<file path="src/rtl/button_event_pkg.sv">
// button_event shared definitions: FSM state codes and counter sizing.
package button_event_pkg;

    localparam logic [1:0] IDLE  = 2'd0;
    localparam logic [1:0] PRESS = 2'd1;
    localparam logic [1:0] HOLD  = 2'd2;

    function automatic int cnt_w(input int long_n, input int repeat_n);
        int w;
        w = $clog2(long_n);
        if ($clog2(repeat_n) > w) w = $clog2(repeat_n);
        if (w < 1) w = 1;
        return w;
    endfunction

endpackage

</file>
<file path="src/rtl/button_event_ch.sv">
// One button channel: press/release/long/repeat pulse generator.
module button_event_ch
    import button_event_pkg::*;
#(
    parameter int LONG_N   = 50000000,
    parameter int REPEAT_N = 10000000
) (
    input  logic clk_i,
    input  logic rst_ni,
    input  logic btn_i,
    output logic press_o,
    output logic release_o,
    output logic long_o,
    output logic repeat_o,
    output logic held_o
);

    localparam int CW = cnt_w(LONG_N, REPEAT_N);
    localparam logic [CW-1:0] LONG_T = CW'(LONG_N - 1);
    localparam logic [CW-1:0] REP_T =
        (REPEAT_N == 0) ? '0 : CW'(REPEAT_N - 1);

    logic [1:0]    state_q, state_d;
    logic [CW-1:0] cnt_q, cnt_d;
    logic press_q, press_d;
    logic rel_q, rel_d;
    logic long_q, long_d;
    logic rep_q, rep_d;
    logic held_q, held_d;

    always_comb begin
        state_d = state_q;
        cnt_d   = cnt_q;
        press_d = 1'b0;
        rel_d   = 1'b0;
        long_d  = 1'b0;
        rep_d   = 1'b0;
        case (state_q)
            IDLE: begin
                if (btn_i) begin
                    state_d = PRESS;
                    cnt_d   = '0;
                    press_d = 1'b1;
                end
            end
            PRESS: begin
                if (!btn_i) begin
                    state_d = IDLE;
                    cnt_d   = '0;
                    rel_d   = 1'b1;
                end else if (cnt_q == LONG_T) begin
                    state_d = HOLD;
                    cnt_d   = '0;
                    long_d  = 1'b1;
                end else begin
                    cnt_d = cnt_q + CW'(1);
                end
            end
            HOLD: begin
                // Release takes priority over a coincident repeat.
                if (!btn_i) begin
                    state_d = IDLE;
                    cnt_d   = '0;
                    rel_d   = 1'b1;
                end else if (REPEAT_N != 0) begin
                    if (cnt_q == REP_T) begin
                        cnt_d = '0;
                        rep_d = 1'b1;
                    end else begin
                        cnt_d = cnt_q + CW'(1);
                    end
                end
            end
            default: begin
                state_d = IDLE;
                cnt_d   = '0;
            end
        endcase
        held_d = (state_d == PRESS) || (state_d == HOLD);
    end

    always_ff @(posedge clk_i or negedge rst_ni) begin
        if (!rst_ni) begin
            state_q <= IDLE;
            cnt_q   <= '0;
            press_q <= 1'b0;
            rel_q   <= 1'b0;
            long_q  <= 1'b0;
            rep_q   <= 1'b0;
            held_q  <= 1'b0;
        end else begin
            state_q <= state_d;
            cnt_q   <= cnt_d;
            press_q <= press_d;
            rel_q   <= rel_d;
            long_q  <= long_d;
            rep_q   <= rep_d;
            held_q  <= held_d;
        end
    end

    assign press_o   = press_q;
    assign release_o = rel_q;
    assign long_o    = long_q;
    assign repeat_o  = rep_q;
    assign held_o    = held_q;

endmodule

</file>
<file path="src/rtl/button_event.sv">
// Multi-channel button event generator; one independent
// button_event_ch per debounced input bit.
module button_event
    import button_event_pkg::*;
#(
    parameter int WIDTH    = 1,
    parameter int LONG_N   = 50000000,
    parameter int REPEAT_N = 10000000
) (
    input  logic             sys_clk,
    input  logic             sys_rst_n,
    input  logic [WIDTH-1:0] debounced,
    output logic [WIDTH-1:0] press_pulse,
    output logic [WIDTH-1:0] release_pulse,
    output logic [WIDTH-1:0] long_pulse,
    output logic [WIDTH-1:0] repeat_pulse,
    output logic [WIDTH-1:0] held
);

    for (genvar i = 0; i < WIDTH; i++) begin : g_ch
        button_event_ch #(
            .LONG_N  (LONG_N),
            .REPEAT_N(REPEAT_N)
        ) u_ch (
            .clk_i    (sys_clk),
            .rst_ni   (sys_rst_n),
            .btn_i    (debounced[i]),
            .press_o  (press_pulse[i]),
            .release_o(release_pulse[i]),
            .long_o   (long_pulse[i]),
            .repeat_o (repeat_pulse[i]),
            .held_o   (held[i])
        );
    end

endmodule

</file>
<file path="config.mk">
export PLATFORM = sky130hd
export DESIGN_NAME = button_event
export DESIGN_NICKNAME = d
export VERILOG_FILES = /design/src/rtl/button_event_pkg.sv /design/src/rtl/button_event_ch.sv /design/src/rtl/button_event.sv
export SDC_FILE = /design/constraint.sdc
export NUM_CORES = 1
export LEC_CHECK = 0
export ABC_CLOCK_PERIOD_IN_PS = 6810
export CAP_MARGIN = 10
export CORE_ASPECT_RATIO = 1.4
export CORE_MARGIN = 2
export CORE_UTILIZATION = 35
export CTS_CLUSTER_SIZE = 12
export DETAILED_ROUTE_END_ITERATION = 16
export MAX_ROUTING_LAYER = met4
export SLEW_MARGIN = 10
export SYNTH_ARGS = -nofsm -noshare
export SYNTH_HDL_FRONTEND = slang
export SYNTH_HIERARCHICAL = 1
export SYNTH_SLANG_ARGS = --single-unit
</file>
<file path="constraint.sdc">
create_clock -name sys_clk -period 6.81 [get_ports sys_clk]
set_input_delay 1.362 -clock sys_clk [delete_from_list [all_inputs] [get_ports sys_clk]]
set_output_delay 1.362 -clock sys_clk [all_outputs]
set_load 0.01 [all_outputs]
</file>
==> results of run 1 <==
## power breakdown
| group | total [mW] | internal (mW) | switching, mW | leakage [nW] |
|---|---|---|---|---|
| Sequential | 0.218 | 0.208 | 0.00948 | 0.454 |
| Clock | 0.218 | 0.145 | 0.0731 | 0.0681 |
| Combinational | 0.128 | 0.0511 | 0.0772 | 0.390 |
## critical path, stage by stage
cell	delay, ns
clkdlybuf4s50_1	0.61
nand2_1	0.15
a41oi_2	0.22
o21a_2	0.61
o21ai_1	0.15
a31oi_1	0.19
## routing by layer
metal  GRT usage  up-vias
met5           -        -
met4     0.06944        0
met3     0.04115        6
met2      0.2534       27
met1      0.1904      750
li1            -      751
## kinds of logic after synthesis
| logic type | after synthesis | share of synthesized area |
|---|---|---|
| xor+xnor | 4 | 0.01882 |
| buf+inv | 13 | 0.03024 |
| simple gates | 84 | 0.2507 |
| fa+ha+maj | 5 | 0.03360 |
| mux | 2 | 0.01075 |
| compound gates | 57 | 0.2124 |
| flops | 33 | 0.4435 |
## layout make-up
| class | count | area [um^2] |
|---|---|---|
| multi-input cells | 152 | 980.9 |
| well taps | 66 | 82.58 |
| inverters | 5 | 18.77 |
| fillers | 512 | 3032 |
| flip-flops and latches | 33 | 825.8 |
| clock inverters | 3 | 65.06 |
| clock buffers | 5 | 68.82 |
| repair buffers | 9 | 85.08 |
## placed cells by master, fill, tap and decap left out, types with 6 or more instances in the layout
cell / instances
a21o_1: 7
a21oi_1: 8
a22o_1: 11
a31oi_1: 12
clkdlybuf4s50_1: 7
dfrtp_1: 33
nand2_1: 20
nand3_1: 8
nand4_1: 9
nor2_1: 18
o21ai_1: 6
## registers in the layout (all words and copies together) (netlist names)
signal               flops
g_ch.u_ch/held_o         1
g_ch.u_ch/long_o         1
g_ch.u_ch/repeat_o       1
g_ch.u_ch/release_o      1
g_ch.u_ch/press_o        1
g_ch.u_ch/state_q        2
g_ch.u_ch/cnt_q         26
## worst max-delay path by stage
stage | to | slack [ns] | from | depth (start not counted)
2_1_floorplan | g_ch[0].u_ch/cnt_q[13]$_DFFE_PN0P_ | 4.13 | debounced | 8
3_3_place_gp | g_ch[0].u_ch/cnt_q[5]$_DFFE_PN0P_ | 3.09 | debounced | 6
3_5_place_dp | g_ch[0].u_ch/cnt_q[6]$_DFFE_PN0P_ | 3.04 | debounced | 6
4_1_cts | g_ch[0].u_ch/cnt_q[24]$_DFFE_PN0P_ | 3.34 | debounced | 6
5_1_grt | g_ch[0].u_ch/cnt_q[5]$_DFFE_PN0P_ | 3.56 | debounced | 6
6_report | g_ch[0].u_ch/cnt_q[5]$_DFFE_PN0P_ | 3.71 | debounced | 6
## stage by stage
step	std cells	hold WS (ns)	cell area, um^2	setup slack (ns)
after floorplan	198	0.4644	1862	4.130
after global placement	265	0.5001	1992	3.094
after detailed placement	265	0.5047	1992	3.039
after CTS	273	0.5197	2126	3.341
after global routing	273	0.5538	2127	3.556
final	273	0.5180	2127	3.708
==> flow_summary.yaml, run 1 <==
timing:
  maxSlewHeadroom: 0.5534
  setup-violations-final: 0
  hold_viol_final: 0
  tightestPinTransition_ns: 0.6700
  min_period_ns: 3.102
  slew_viol_final: 0
  finClkSkew_ns: 0.008800
  fin_crit_sh: 0.4555
  fmax_ghz: 0.3224
  fin_setup_tns_ns: 0
  rsz0062_at_grt: "no"
route:
  drc_errors: 0
  via_per_inst: 5.619
  drtAntennaViolNets: 0
  wl_met2_um: 2105
  wl_met1_um: 1768
  wl_met3_um: 127
  drt-initial-drc-count: 65
  dr.pass1.iters: 4
  drt-total-wl_um: 4076
  routedWlPerCell_um: 14.93
  top_layer_used: "met4"
  num_vias: 1534
global_route:
  overflow: 0
  grt_use_total: 0.1604
  grt_antenna_before_repair: 0
  grt_pass1_wl_um: 7169
  grt_pass1_vias: 1522
  grt_start_max_net_pins: 38
power_and_ir_drop:
  total_leakage_power_nw: 0.9127
  power_uw: 564.4
  vdd_drop_max_mv: 0.1121
  powerDensity_mw_per_mm2: 265.4
setup_path:
  r2r-start: "g_ch[0].u_ch/cnt_q[0]$_DFFE_PN0P_"
  end_kind: "register"
  path_class: "input port to register"
  crit_fanout: 37
  reg2regPathDepth: 7
  reg2reg_setup_slack_ns: 4.19
  critPathLaunchType: "input port"
  required_ns: 7.02
  critPathArrivalTime_ns: 3.31
  reg2reg_to: "g_ch[0].u_ch/cnt_q[12]$_DFFE_PN0P_"
yosys:
  synth_nets: 206
  synth-edff-count: 0
  syn_inst: 198
  ys_seq_elements: 33
  synth_warnings: 6
  netlist_top_cells_count: "dfrtp_1, nand2_1, nor2_1, a31oi_1, a22o_1"
  ys.flop_type: "dfrtp_1"
  yosysMostFrequentCell: "dfrtp_1"
  yosysTopAreaCell: "dfrtp_1"
  yosysUniqueCellTypes: 44
  async_flop_share: 1.000
  syn_avg_cell_area_um2: 9.403
  netlist_top_cells_area: "dfrtp_1, a22o_1, a31oi_1, nand2_1, nor2_1"
  netlist_area_mm2: 0.001862
  synth_top_area_frac: 0.4435
  yosysSeqAreaShare: 0.4435
cts:
  hold_buffers: 0
  cts_buffer_depth: 2
  insertion_delay_ns: 0.29
  cts_inserted_buffers: 5
  clk_pin_slew_worst_paths_ns: 0.07
  cts-resized-gates: 0
  cts_root_buf: "clkbuf_8"
  clock_sinks: 33
  htree_levels: 2
  postCtsSetupBuffers: 0
  cts_tree: "built"
min_path:
  min_from: "g_ch[0].u_ch/cnt_q[6]$_DFFE_PN0P_"
  hp-class: "register to register"
  worstHoldPathCells: 1
  hold_end: "g_ch[0].u_ch/cnt_q[6]$_DFFE_PN0P_"
floorplanning:
  pin_count: 8
  rows: 31
  dieArea_mm2: 0.005927
  initial_utilization: 0.3609
  die_h_um: 90.30
  core_area_mm2: 0.005159
  die_w_um: 65.64
final_layout:
  antennaDiodeCount: 0
  finish.utilization: 0.4123
  fin_nets: 214
  syn2layout_area_growth_pct: 14.25
  drive_gt1_frac: 0.08213
run:
  cap_violations: 0
placement:
  dp_hpwl_um: 2748
  place_congestion: 0.7857
  portBuffers: 7
outcome:
  status: "finished, final reports clean"
Note: power is estimated with default switching activity, not from simulation.
==> inputs of run 2 (changes only) <==
--- a/config.mk
+++ b/config.mk
@@ -5,7 +5,7 @@
 export SDC_FILE = /design/constraint.sdc
 export NUM_CORES = 1
 export LEC_CHECK = 0
-export ABC_CLOCK_PERIOD_IN_PS = 6810
+export ABC_CLOCK_PERIOD_IN_PS = 3100
 export CAP_MARGIN = 10
 export CORE_ASPECT_RATIO = 1.4
 export CORE_MARGIN = 2
==> constraint.sdc (replaced) <==
create_clock -name sys_clk -period 3.1 [get_ports sys_clk]
set_input_delay 0.62 -clock sys_clk [delete_from_list [all_inputs] [get_ports sys_clk]]
set_output_delay 0.62 -clock sys_clk [all_outputs]
set_load 0.01 [all_outputs]
==> flow_summary.yaml, run 2 (synthesized netlist as in run 1, its figures left out) <==
timing:
  hold_viol_final: 0
  rsz0062_at_grt: "no"
  maxSlewHeadroom: 0.5388
  finClkSkew_ns: 0.003660
  fin_setup_tns_ns: 0
  fmax_ghz: 0.3963
  tightestPinTransition_ns: 0.6886
  setup-violations-final: 0
  fin_crit_sh: 0.8140
  min_period_ns: 2.523
  slew_viol_final: 0
setup_path:
  slowest_stage: "nor4_4"
  crit_fanout: 10
  critPathLaunchType: "register"
  reg2reg_setup_slack_ns: 0.58
  required_ns: 3.28
  path_class: "register to register"
  slowest_delay_ns: 0.49
  critical_path.cell_chain: "ha_1 -> nand3_1 -> nor4_4 -> a41oi_2 -> o21ai_2 -> o21ai_0 -> a22o_1"
  crit_family: "compound AO/OA/AOI/OAI gates"
  end_kind: "register"
  critPathArrivalTime_ns: 2.70
  reg2regPathDepth: 7
  cp_num_buf_inv: 0
  reg2reg_to: "g_ch[0].u_ch/cnt_q[9]$_DFFE_PN0P_"
  r2r-start: "g_ch[0].u_ch/cnt_q[0]$_DFFE_PN0P_"
placement:
  portBuffers: 7
  dp_hpwl_um: 2907
  place_area_mm2: 0.002007
  place_congestion: 0.7696
final_layout:
  reg_top3: "g_ch.u_ch/cnt_q: 26 flops, g_ch.u_ch/state_q: 2 flops"
  drive_gt1_frac: 0.08612
  antennaDiodeCount: 0
  stdcell_area_mm2: 0.002092
  final_cell_mix: "dfrtp_1, nand2_1, nor2_1"
  final-seq-area_um2: 825.8
  top_register: "g_ch.u_ch/cnt_q"
  syn2layout_area_growth_pct: 12.37
  largest_reg_flops: 26
  final_common_cell: "dfrtp_1"
  multiInputGateArea_um2: 982.2
  fin_nets: 216
  fillers: 503
floorplanning:
  rows: 31
  die_w_um: 65.64
  initial_utilization: 0.3609
  dieArea_mm2: 0.005927
  pin_count: 8
  die_h_um: 90.30
  core_area_mm2: 0.005159
cts:
  clock_sinks: 33
  insertion_delay_ns: 0.28
  hold_buffers: 0
  cts_tree: "built"
  postCtsSetupBuffers: 0
  cts_root_buf: "clkbuf_8"
  htree_levels: 2
  cts_inserted_buffers: 5
  cts-resized-gates: 0
  clk_pin_slew_worst_paths_ns: 0.07
  cts_buffer_depth: 2
global_route:
  grt_start_max_net_pins: 34
  grt_pass1_wl_um: 7010
  overflow: 0
  grt_pass1_vias: 1518
  grt_use_total: 0.1577
  grt_antenna_before_repair: 0
route:
  drtAntennaViolNets: 0
  drt-total-wl_um: 4200
  dr.pass1.iters: 5
  drc_errors: 0
  num_vias: 1580
  routedWlPerCell_um: 15.27
  drt-initial-drc-count: 69
  via_per_inst: 5.745
power_and_ir_drop:
  total_leakage_power_nw: 0.9008
  powerDensity_mw_per_mm2: 513.6
  vdd_drop_max_mv: 0.2324
outcome:
  status: "finished, final reports clean"
run:
  cap_violations: 0
min_path:
  min_from: "g_ch[0].u_ch/cnt_q[6]$_DFFE_PN0P_"
  worstHoldPathCells: 1
  hold_end: "g_ch[0].u_ch/cnt_q[6]$_DFFE_PN0P_"
  hp-class: "register to register"
[run 2: layout make-up]
cell class / count / area share
multi-input combinational: 152 / 0.4695
tap: 66 / 0.03947
sequential: 33 / 0.3947
clock inverter: 2 / 0.004785
timing repair buffer: 11 / 0.04785
inverter: 5 / 0.008971
clock buffer: 6 / 0.03469
[run 2: worst max-delay path by stage]
stage                                             from                            endpoint  slack [ns]  cells past startpoint
floorplan           g_ch[0].u_ch/cnt_q[11]$_DFFE_PN0P_  g_ch[0].u_ch/cnt_q[10]$_DFFE_PN0P_        0.83                      8
global placement                             debounced  g_ch[0].u_ch/cnt_q[22]$_DFFE_PN0P_        0.64                      4
detailed placement                           debounced  g_ch[0].u_ch/cnt_q[25]$_DFFE_PN0P_        0.57                      4
CTS                  g_ch[0].u_ch/cnt_q[0]$_DFFE_PN0P_   g_ch[0].u_ch/cnt_q[9]$_DFFE_PN0P_        0.60                      7
global route         g_ch[0].u_ch/cnt_q[0]$_DFFE_PN0P_   g_ch[0].u_ch/cnt_q[9]$_DFFE_PN0P_        0.39                      7
finish               g_ch[0].u_ch/cnt_q[0]$_DFFE_PN0P_   g_ch[0].u_ch/cnt_q[9]$_DFFE_PN0P_        0.58                      7
[run 2: routing by layer]
layer / up-vias / track usage / wire length, um
met5: - / - / 0
met4: 0 / 0.08681 / 95
met3: 8 / 0.03367 / 155
met2: 36 / 0.2500 / 2173
met1: 774 / 0.1823 / 1776
li1: 762 / - / -
[run 2: report_power, final]
group          internal [mW]  total [mW]  leakage, nW  switching (mW)
logic                  0.116       0.286        0.402           0.169
clock network          0.155       0.311       0.0450           0.156
registers              0.458       0.478        0.454          0.0204
total                  0.729        1.07        0.901           0.345
[run 2: through the flow]
step	setup WS, ns	power (mW)	instances	util	hold WS (ns)
3_3_place_gp	0.6426	0.7704	267	0.3890	0.5017
2_1_floorplan	0.8327	0.6852	198	-	0.3244
5_1_grt	0.3865	1.146	275	0.4055	0.5390
6_report	0.5767	1.074	275	0.4055	0.5109
4_1_cts	0.5978	1.090	275	0.4050	0.5149
3_5_place_dp	0.5658	0.7754	267	0.3890	0.5046
==> inputs of run 3 (changes only) <==
--- a/config.mk
+++ b/config.mk
@@ -5,7 +5,7 @@
 export SDC_FILE = /design/constraint.sdc
 export NUM_CORES = 1
 export LEC_CHECK = 0
-export ABC_CLOCK_PERIOD_IN_PS = 3100
+export ABC_CLOCK_PERIOD_IN_PS = 2390
 export CAP_MARGIN = 10
 export CORE_ASPECT_RATIO = 1.4
 export CORE_MARGIN = 2
==> constraint.sdc (replaced) <==
create_clock -name sys_clk -period 2.39 [get_ports sys_clk]
set_input_delay 0.478 -clock sys_clk [delete_from_list [all_inputs] [get_ports sys_clk]]
set_output_delay 0.478 -clock sys_clk [all_outputs]
set_load 0.01 [all_outputs]
==> flow_summary.yaml, run 3 (synthesized netlist as in run 1, its figures left out) <==
outcome:
  status: "finished, final reports clean"
floorplanning:
  initial_utilization: 0.3609
  die_h_um: 90.30
  core_area_mm2: 0.005159
  pin_count: 8
  die_w_um: 65.64
  dieArea_mm2: 0.005927
  rows: 31
setup_path:
  reg2regPathDepth: 7
  slowest_delay_ns: 0.56
  crit_end: "g_ch[0].u_ch/cnt_q[8]$_DFFE_PN0P_"
  path_class: "register to register"
  end_kind: "register"
  slowest_stage: "or4b_4"
  reg2reg_setup_slack_ns: 0.08
  required_ns: 2.56
  critPathLaunchType: "register"
  reg2reg_to: "g_ch[0].u_ch/cnt_q[8]$_DFFE_PN0P_"
  critical_path.cell_chain: "or4b_4 -> nor4_4 -> a41oi_2 -> o21a_1 -> buf_12 -> a21o_1 -> a22o_1"
  crit_start: "g_ch[0].u_ch/cnt_q[7]$_DFFE_PN0P_"
  crit_fanout: 22
  critPathArrivalTime_ns: 2.48
  r2r-start: "g_ch[0].u_ch/cnt_q[7]$_DFFE_PN0P_"
final_layout:
  stdcell_area_mm2: 0.002237
  final_common_cell: "dfrtp_1"
  fin_nets: 234
  top_register: "g_ch.u_ch/cnt_q"
  syn2layout_area_growth_pct: 20.16
  finish.utilization: 0.4337
  final_cell_mix: "dfrtp_1, buf_4, nand2_1"
  largest_reg_flops: 26
  antennaDiodeCount: 0
  drive_gt1_frac: 0.1600
  reg_top3: "g_ch.u_ch/cnt_q: 26 flops, g_ch.u_ch/state_q: 2 flops"
power_and_ir_drop:
  power_mw: 1.424
  vdd_drop_max_mv: 0.2579
  powerDensity_mw_per_mm2: 636.4
  total_leakage_power_nw: 0.9925
global_route:
  grt_antenna_before_repair: 0
  grt_start_max_net_pins: 34
  overflow: 0
  grt_pass1_wl_um: 7238
  grt_pass1_vias: 1542
  grt_use_total: 0.1628
cts:
  cts_buffer_depth: 2
  clk_pin_slew_worst_paths_ns: 0.06
  cts_inserted_buffers: 5
  insertion_delay_ns: 0.28
  hold_buffers: 0
  clock_sinks: 33
  cts_tree: "built"
  htree_levels: 2
  cts_root_buf: "clkbuf_8"
timing:
  hold_viol_final: 0
  fmax_ghz: 0.4322
  maxSlewHeadroom: 0.7113
  fin_crit_sh: 0.9680
  fin_ws_ns: 0.07647
  min_period_ns: 2.314
  finClkSkew_ns: 0.009941
  setup-violations-final: 0
  slew_viol_final: 0
  tightestPinTransition_ns: 0.4330
route:
  drt-total-wl_um: 4340
  drt-initial-drc-count: 104
  via_per_inst: 5.577
  drc_errors: 0
  routedWlPerCell_um: 14.91
  dr.pass1.iters: 4
  num_vias: 1623
  drtAntennaViolNets: 0
placement:
  portBuffers: 7
  dp_hpwl_um: 3060
  place_area_mm2: 0.002140
  place_ws_ns: 0.06078
  place_congestion: 0.8713
run:
  cap_violations: 0
min_path:
  hp-class: "register to register"
[run 3: cell count changes in the layout (fill, tap and decap cells not counted), sizes merged]
cell    change
buf        +18
clkbuf      -1
clkinv      -1
[run 3: per-layer routing]
layer | GRT usage | vias up | part of all wire | routed length (um)
met1 | 0.1939 | 794 | 0.44 | 1916
met5 | - | - | 0 | 0
li1 | - | 792 | - | -
met2 | 0.2534 | 28 | 0.50 | 2174
met3 | 0.03990 | 9 | 0.029 | 125
met4 | 0.07986 | 0 | 0.029 | 124
[run 3: report_power, final]
group | total (mW) | leakage [nW] | switching, mW | internal (mW)
Sequential | 0.619 | 0.454 | 0.0250 | 0.593
Combinational | 0.420 | 0.498 | 0.232 | 0.188
Clock | 0.385 | 0.0399 | 0.194 | 0.191
Total | 1.42 | 0.992 | 0.451 | 0.973
[run 3: critical path: cells and delay by family, from the launching register on]
family	cells	cell delay (ns)
compound gates	4	0.79
flops	1	0.38
buf+inv	1	0.16
simple gates	2	0.87
[run 3: final cells by class]
cell class	count	area, um^2
tap	66	82.58
inverter	5	18.77
timing repair buffer	29	247.7
multi-input combinational	152	988.4
sequential	33	825.8
clock buffer	5	68.82
clock inverter	1	5.005
fill	506	2922
[run 3: worst min path at each step]
| stage | startpoint | to | slack [ns] | cells past startpoint |
|---|---|---|---|---|
| 2_1_floorplan | sys_rst_n | g_ch[0].u_ch/cnt_q[0]$_DFFE_PN0P_ | 0.18 | 0 |
| 3_3_place_gp | g_ch[0].u_ch/cnt_q[6]$_DFFE_PN0P_ | g_ch[0].u_ch/cnt_q[6]$_DFFE_PN0P_ | 0.51 | 1 |
| 3_5_place_dp | g_ch[0].u_ch/cnt_q[6]$_DFFE_PN0P_ | g_ch[0].u_ch/cnt_q[6]$_DFFE_PN0P_ | 0.51 | 1 |
| 4_1_cts | g_ch[0].u_ch/cnt_q[6]$_DFFE_PN0P_ | g_ch[0].u_ch/cnt_q[6]$_DFFE_PN0P_ | 0.51 | 1 |
| 5_1_grt | g_ch[0].u_ch/cnt_q[25]$_DFFE_PN0P_ | g_ch[0].u_ch/cnt_q[25]$_DFFE_PN0P_ | 0.56 | 1 |
| 6_report | g_ch[0].u_ch/cnt_q[6]$_DFFE_PN0P_ | g_ch[0].u_ch/cnt_q[6]$_DFFE_PN0P_ | 0.52 | 1 |
[run 3: what timing repair did]
action / CTS / global route
gates resized for setup: 0 / 2
endpoints found under the setup margin: 0 / 7
buffers inserted: 0 / 2
[run 3: metrics by stage]
step           cells  hold WS [ns]  setup TNS, ns
3_5_place_dp     283        0.5053              0
4_1_cts          289        0.5146              0
5_1_grt          291        0.5607       -0.01302
2_1_floorplan    198        0.1824              0
3_3_place_gp     283        0.5055              0
6_report         291        0.5201              0
